===== src/rtl/display_scan_controller.sv =====
`default_nettype none
// +--------------------------------------------------------------------------+
// | display_scan_controller: two-digit 7-segment scan with blanking gaps.    |
// | Revision: 1.0                                                            |
// +--------------------------------------------------------------------------+
module display_scan_controller #(
  parameter int DIV   = 50000,
  parameter int BLANK = 500
) (
  input  logic       clock,
  input  logic       reset,
  input  logic       enable,
  output logic       selector,
  output logic [1:0] digit_en,
  output logic       frame_tick
);

  localparam int c_max_div = (DIV > BLANK) ? DIV : BLANK;
  localparam int c_max     = (c_max_div > 2) ? c_max_div : 2;
  localparam int c_cw      = $clog2(c_max);

  localparam logic [c_cw-1:0] c_div_last   = c_cw'(DIV - 1);
  localparam logic [c_cw-1:0] c_blank_last = c_cw'((BLANK > 0) ? (BLANK - 1) : 0);

  localparam logic [2:0] c_idle    = 3'd0;
  localparam logic [2:0] c_show_n  = 3'd1;
  localparam logic [2:0] c_blank_r = 3'd2;
  localparam logic [2:0] c_show_r  = 3'd3;
  localparam logic [2:0] c_blank_n = 3'd4;

  logic [2:0]      r_state;
  logic [c_cw-1:0] r_count;
  logic            r_selector;
  logic [1:0]      r_digit_en;
  logic            r_frame_tick;

  logic [2:0]      w_next_state;
  logic [c_cw-1:0] w_next_count;
  logic            w_next_tick;

  always_comb begin
    w_next_state = r_state;
    w_next_count = r_count + c_cw'(1);
    if (!enable) begin
      w_next_state = c_idle;
      w_next_count = '0;
    end else begin
      case (r_state)
        c_idle: begin
          w_next_state = c_show_n;
          w_next_count = '0;
        end
        c_show_n: begin
          if (r_count == c_div_last) begin
            w_next_state = (BLANK == 0) ? c_show_r : c_blank_r;
            w_next_count = '0;
          end
        end
        c_blank_r: begin
          if (r_count == c_blank_last) begin
            w_next_state = c_show_r;
            w_next_count = '0;
          end
        end
        c_show_r: begin
          if (r_count == c_div_last) begin
            w_next_state = (BLANK == 0) ? c_show_n : c_blank_n;
            w_next_count = '0;
          end
        end
        c_blank_n: begin
          if (r_count == c_blank_last) begin
            w_next_state = c_show_n;
            w_next_count = '0;
          end
        end
        default: begin
          w_next_state = c_idle;
          w_next_count = '0;
        end
      endcase
    end
  end

  // The tick is decoded from the upcoming state so it lands on the frame's last cycle.
  always_comb begin
    w_next_tick = 1'b0;
    if (BLANK == 0) begin
      w_next_tick = (w_next_state == c_show_r) && (w_next_count == c_div_last);
    end else begin
      w_next_tick = (w_next_state == c_blank_n) && (w_next_count == c_blank_last);
    end
  end

  always_ff @(posedge clock or posedge reset) begin
    if (reset) begin
      r_state      <= c_idle;
      r_count      <= '0;
      r_selector   <= 1'b0;
      r_digit_en   <= 2'b11;
      r_frame_tick <= 1'b0;
    end else begin
      r_state      <= w_next_state;
      r_count      <= w_next_count;
      r_selector   <= (w_next_state == c_blank_r) || (w_next_state == c_show_r);
      r_frame_tick <= w_next_tick;
      case (w_next_state)
        c_show_n: r_digit_en <= 2'b10;
        c_show_r: r_digit_en <= 2'b01;
        default:  r_digit_en <= 2'b11;
      endcase
    end
  end

  assign selector   = r_selector;
  assign digit_en   = r_digit_en;
  assign frame_tick = r_frame_tick;

endmodule
`default_nettype wire


===== config.mk =====
export PLATFORM = sky130hd
export DESIGN_NAME = display_scan_controller
export DESIGN_NICKNAME = d
export VERILOG_FILES = /design/src/rtl/display_scan_controller.sv
export SDC_FILE = /design/constraint.sdc
export NUM_CORES = 1
export LEC_CHECK = 0
export CORE_MARGIN = 1
export CORE_UTILIZATION = 65
export CTS_BUF_LIST = sky130_fd_sc_hd__clkbuf_4 sky130_fd_sc_hd__clkbuf_8
export CTS_CLUSTER_SIZE = 14
export DETAILED_ROUTE_END_ITERATION = 8
export HOLD_SLACK_MARGIN = 0.02
export MAX_ROUTING_LAYER = met4
export PLACE_DENSITY_LB_ADDON = 0.25
export SYNTH_ARGS = -nofsm -noshare
export SYNTH_HDL_FRONTEND = slang
export SYNTH_SLANG_ARGS = --single-unit

===== constraint.sdc =====
create_clock -name clock -period 3.3 [get_ports clock]
set_input_delay 0.66 -clock clock [delete_from_list [all_inputs] [get_ports clock]]
set_output_delay 0.66 -clock clock [all_outputs]
set_load 0.01 [all_outputs]

==> flow_metrics.tcl, run 1 <==
set metrics [dict create \
    status "finished clean" \
    hold_buffers 0 \
    antenna_left 0 \
    fill_cells 134 \
    first_pass_iters 4 \
    cp_num_buf_inv 0 \
    critPathKind "reg -> reg" \
    clkLatencyLatePin_ns 0.30 \
    rows 15 \
    drt_iter0_markers 30 \
    fin_util_pct 76.1 \
    gp_congestion 0.827 \
    switching_share_pct 21.1 \
    pwr-share-seq_pct 65.4 \
    critPathRequiredTime_ns 3.51 \
    hpwl_um 1620 \
    cts.htree.levels 1 \
    cts_resized 0 \
    grt.total_usage_pct 26.9 \
    path_cells "ha_1 -> or4b_1 -> nor4_2 -> a211oi_1 -> o21ai_2 -> o21ba_1" \
    p_leak_nw 0.505 \
    timing.fmax_mhz 393 \
    ys_types 34 \
    grt_pass1_wl_um 3770 \
    dp_slack_ns 0.797 \
    top_usage_layer "met2" \
    slew_headroom_pct 45.4 \
    final_common_cell "dfrtp_1" \
    final.min_clock_period_ns 2.55 \
    nets 136 \
    portBuffers 6 \
    fp.coreArea_mm2 0.00173 \
    syn_area_mm2 0.00120 \
    grt_max_degree 24 \
    antennaDiodeCount 0 \
    grt_use_met3_pct 3.60 \
    initial_core_util_pct 69.8 \
    ys_ff_latch 23 \
    p_comb_share_pct 4.3 \
    grt_pass1_vias 849 \
    grt_setup_unrepaired "false" \
    rrSetupSlack_ns 0.75 \
    grt_use_met1_pct 35.9 \
    die_x_um 45.1 \
    p_clk_share_pct 30.3 \
    cpLargestDelayFamily "simple AND/OR/NAND/NOR gates" \
    regArea_um2 578 \
    worstPathMaxFanout 16 \
    wl_um 2310 \
    finalHoldViolCount 0 \
    setup_slack_ns 0.752 \
    drv_slew 0 \
    dieArea_mm2 0.00203 \
    startpoint_type "register" \
    clk_pin_slew_ns 0.12 \
    grt-ovfl-total 0 \
    end_kind "register" \
    multi_input_area_um2 596 \
    grt_util_met2_pct 41.7 \
    drc 0 \
    antenna_found_initial 0 \
    tns_ns 0 \
    tightest_slew_ns 0.818 \
    die_y_um 45.1 \
    cts_made_buffers 3 \
    finClkSkew_ns 0.00625 \
    avgSynthCellArea_um2 9.72 \
    cts_tree "built" \
    post_cts_buffers 0 \
    cts.sink_count 23 \
    yosysSeqAreaShare_pct 48.0 \
    area_delta_synth_final_pct 9.03 \
    boundaryPins 7 \
    vdd_drop_max_mv 0.235 \
    ys_warn_count 0 \
    cap_violations 0 \
    fin_crit_sh_pct 77.2 \
    wire_per_inst_um 14.8 \
    syn-instance-count 124 \
    cts_buffer_depth 2 \
    cp_slowest_stage_delay_ns 0.52 \
    p_sw_uw 92.5 \
    worstPathArrival_ns 2.76 \
    finalSetupViolations 0 \
    root_buffer "clkbuf_4" \
    viasPerCell 6.06 \
    hp-class "reg -> reg" \
    p_per_area_mw_per_mm2 334 \
    whs_ns 0.526 \
    p_int_uw 346 \
    drive_gt1_share_pct 8.40 \
    final_cell_mix "21 x dfrtp_1, 16 x nor2_1, 12 x xnor2_1" \
    vias 946 \
    syn_nets 128 \
    critPathSlowestCell "o21ai_2" \
]
==> per-layer routing <==
metal  vias to the layer above  routed length, um  part of all wire (%)
met5                         -                  0                     0
met4                         0                 83                   3.6
met3                        13                 80                   3.5
met2                        31               1030                    44
met1                       441               1120                    48
li1                        461                  -                     -
==> through the flow <==
step           instances  power (mW)  cell area, um^2
2_1_floorplan        124       0.304             1200
3_3_place_gp         152       0.311             1280
3_5_place_dp         152       0.311             1280
4_1_cts              156       0.445             1310
5_1_grt              156       0.462             1310
6_report             156       0.439             1310
==> kinds of logic (layout without fill, tap and decap cells) <==
group / Yosys count / count (layout) / synth area share [%]
and+or+nand+nor: 63 / 63 / 29.5
DFF: 23 / 23 / 48.0
AOI/OAI and AO/OA: 15 / 15 / 8.72
buffers and inverters: 8 / 15 / 2.60
xor gates and xnor gates: 14 / 14 / 10.2
adders and majority gates: 1 / 1 / 1.04
==> registers in the layout, summed over array words and instances, names as in the netlist <==
signal and flops:
selector 1, r_count 16, r_state 3, frame_tick 1, digit_en 2
==> cell type report <==
type / instances / area share (%)
clock buffer: 4 / 2.29
inverter: 5 / 1.43
multi-input combinational: 93 / 45.3
sequential: 23 / 44.0
tap: 25 / 2.38
timing repair buffer: 6 / 4.57
==> power groups by stage <==
stage	Combinational [mW]	Clock [mW]	Sequential, mW
detailed placement	0.0188	0	0.292
global route	0.0215	0.153	0.287
CTS	0.0192	0.138	0.287
global placement	0.0185	0	0.292
floorplan	0.0118	0	0.292
finish	0.0188	0.133	0.287
==> final timing paths <==
path,startpoint,end,depth (start not counted)
max reg2reg,r_count[0],r_count[8],6
max in group asynchronous,reset,r_count[15],2
min reg2reg,r_count[0],r_count[0],1
min,r_count[0],r_count[0],1
min in group asynchronous,reset,r_count[3],2
max,r_count[0],r_count[8],6
==> synthesized netlist by cell type, drive strengths merged <==
master,number,area [um^2]
nor3,6,30.0
a31oi,1,6.26
dfstp,2,52.6
or3,1,6.26
or4b,1,10.0
nand4b,2,17.5
ha,1,12.5
or4,2,22.5
nand2b,1,6.26
buf,1,5.00
nor2b,1,6.26
and4,1,8.76
o21ai,3,18.8
a2bb2oi,1,8.76
xor2,2,17.5
dfrtp,21,526
nand4,4,25.0
nor2,17,66.3
a21oi,3,15.0
inv,5,18.8
o2111ai,1,8.76
o21ba,1,10.0
clkbuf,2,7.51
nor4,8,56.3
nand2,8,30.0
a211oi,2,15.0
xnor2,12,105
o21a,3,22.5
or4bb,2,22.5
nand3,7,35.0
and3,2,12.5
Power figures use the tool's default switching activity.
==> run 2, diff against run 1 <==
Settings changed: CORE_UTILIZATION 65 to 60.
Clock period 3.3 ns to 2.6 ns, I/O delays scaled along.
==> run 2 against run 1 <==
Maximum frequency is 11% higher. Total power is 26% higher. Worst hold slack improved by 0.0045 ns. Worst setup slack lost 0.45 ns. Count of clock-buffer cells in the layout shrank 1. Clock power grew 23%. Largest power group unchanged. Critical endpoint is now frame_tick. Critical path depth down 1. Global-route usage up 0.74 points. Flip-flop and latch count did not move. Register-to-register slack got worse by 0.45 ns. Sequential share of layout area fell by 0.42 points. Die area up 7.9%.
==> flow_metrics.tcl, run 2 (same netlist as run 1, synthesis figures left out) <==
set metrics [dict create \
    status "finished clean" \
    antenna_left 0 \
    r2r_end "frame_tick" \
    boundaryPins 7 \
    placed_area_mm2 0.00130 \
    rows 15 \
    crit_path_end "frame_tick" \
    setup_slack_ns 0.305 \
    die_x_um 46.8 \
    final_common_cell "dfrtp_1" \
    dpl.cell_count 154 \
    final_area_mm2 0.00133 \
    clk_pin_slew_ns 0.12 \
    hpwl_um 1770 \
    hold_depth 1 \
    p_clk_share_pct 29.6 \
    grt_util_met2_pct 40.3 \
    final_cell_mix "21 x dfrtp_1, 16 x nor2_1, 12 x xnor2_1" \
    fin_cells 158 \
    grt_setup_unrepaired "false" \
    drc 0 \
    wire_per_inst_um 15.7 \
    worstPathMaxFanout 6 \
    clkLatencyLatePin_ns 0.32 \
    switching_share_pct 22.8 \
    portBuffers 6 \
    antenna_found_initial 0 \
    critPathSlowestCell "or4_4" \
    r2r_cells 5 \
    startpoint_type "register" \
    timing.fmax_mhz 436 \
    cts.sink_count 23 \
    drt_iter0_markers 73 \
    area_delta_synth_final_pct 10.1 \
    nets 138 \
    top_usage_layer "met2" \
    cp_common_cell "or4_4" \
    grt_pass1_wl_um 4020 \
    grt-ovfl-total 0 \
    cap_violations 0 \
    gp_congestion 0.884 \
    final.min_clock_period_ns 2.30 \
    path_cells "or4_4 -> or4_4 -> nor2_2 -> o2111ai_1 -> nor4_1" \
    antennaDiodeCount 0 \
    worstPathArrival_ns 2.52 \
    rrSetupSlack_ns 0.30 \
    cts.htree.levels 1 \
    first_pass_iters 5 \
    tns_ns 0 \
    pwr-share-seq_pct 65.8 \
    finClkSkew_ns 0.00658 \
    grt_pass1_vias 873 \
    drv_slew 0 \
    cts_buffer_depth 2 \
    finalHoldViolCount 0 \
    p_leak_nw 0.514 \
    dp_slack_ns 0.318 \
    p_sw_uw 126 \
    die_y_um 46.8 \
    drive_gt1_share_pct 9.77 \
    end_kind "register" \
    hp-start "r_count[0]" \
    critPathKind "reg -> reg" \
    vias 998 \
    fin_util_pct 73.6 \
    hold_buffers 0 \
    initial_core_util_pct 66.9 \
    cts_resized 0 \
    critPathLaunch "r_count[10]" \
    fin_crit_sh_pct 88.3 \
    grt.total_usage_pct 27.7 \
    root_buffer "clkbuf_4" \
    finalSetupViolations 0 \
    p_comb_share_pct 4.5 \
    p_int_uw 428 \
    critPathRequiredTime_ns 2.83 \
    p_per_area_mw_per_mm2 418 \
    wl_um 2490 \
    cts_tree "built" \
    cp_slowest_stage_delay_ns 0.59 \
    vdd_drop_max_mv 0.408 \
    grt_use_met3_pct 8.08 \
    r2r-start "r_count[10]" \
    cts_made_buffers 3 \
    slew_headroom_pct 43.8 \
    viasPerCell 6.32 \
    post_cts_buffers 0 \
    fp.coreArea_mm2 0.00180 \
    grt_use_met1_pct 38.7 \
    top_register "r_count" \
    hp-class "reg -> reg" \
    grt_max_degree 24 \
    largest_register_ffs 16 \
    tightest_slew_ns 0.842 \
    dieArea_mm2 0.00219 \
]
==> run 2: critical path, delay by kind of cell (launching register included) <==
family / cells / cell delay, ns
AND/OR/NAND/NOR: 4 / 1.61
flip-flops: 1 / 0.46
AO/OA/AOI/OAI: 1 / 0.14
==> run 2: per-layer routing <==
metal	part of all wire, %	wire [um]	vias up
met5	0	0	-
met2	47	1170	57
li1	-	-	468
met4	0.92	23	0
met3	8.5	211	4
met1	44	1080	469
==> run 2: power groups by stage <==
| stage | clock network [mW] | logic (mW) | registers [mW] |
|---|---|---|---|
| 2_1_floorplan | 0 | 0.0149 | 0.371 |
| 4_1_cts | 0.168 | 0.0255 | 0.365 |
| 5_1_grt | 0.180 | 0.0290 | 0.365 |
| 6_report | 0.164 | 0.0252 | 0.365 |
| 3_3_place_gp | 0 | 0.0249 | 0.371 |
| 3_5_place_dp | 0 | 0.0255 | 0.371 |
==> run 2: cell type report <==
type | count | area (um^2)
Multi-Input combinational cell | 93 | 596
Sequential cell | 23 | 578
Fill cell | 141 | 475
Timing Repair Buffer | 8 | 75.1
Tap cell | 25 | 31.3
Clock buffer | 3 | 22.5
Inverter | 5 | 18.8
Clock inverter | 1 | 5.00
==> run 2: metrics by stage <==
stage	hold WS, ns	power (mW)
final	0.530	0.554
after floorplan	0.475	0.386
after global routing	0.581	0.574
after CTS	0.547	0.558
after detailed placement	0.530	0.397
after global placement	0.507	0.396
==> run 2: worst min path at each step <==
| stage | end | slack (ns) |
|---|---|---|
| 3_3_place_gp | r_count[0] | 0.51 |
| 2_1_floorplan | r_count[0] | 0.47 |
| 5_1_grt | r_count[0] | 0.58 |
| 4_1_cts | r_count[0] | 0.55 |
| 6_report | r_count[0] | 0.53 |
| 3_5_place_dp | r_count[0] | 0.53 |
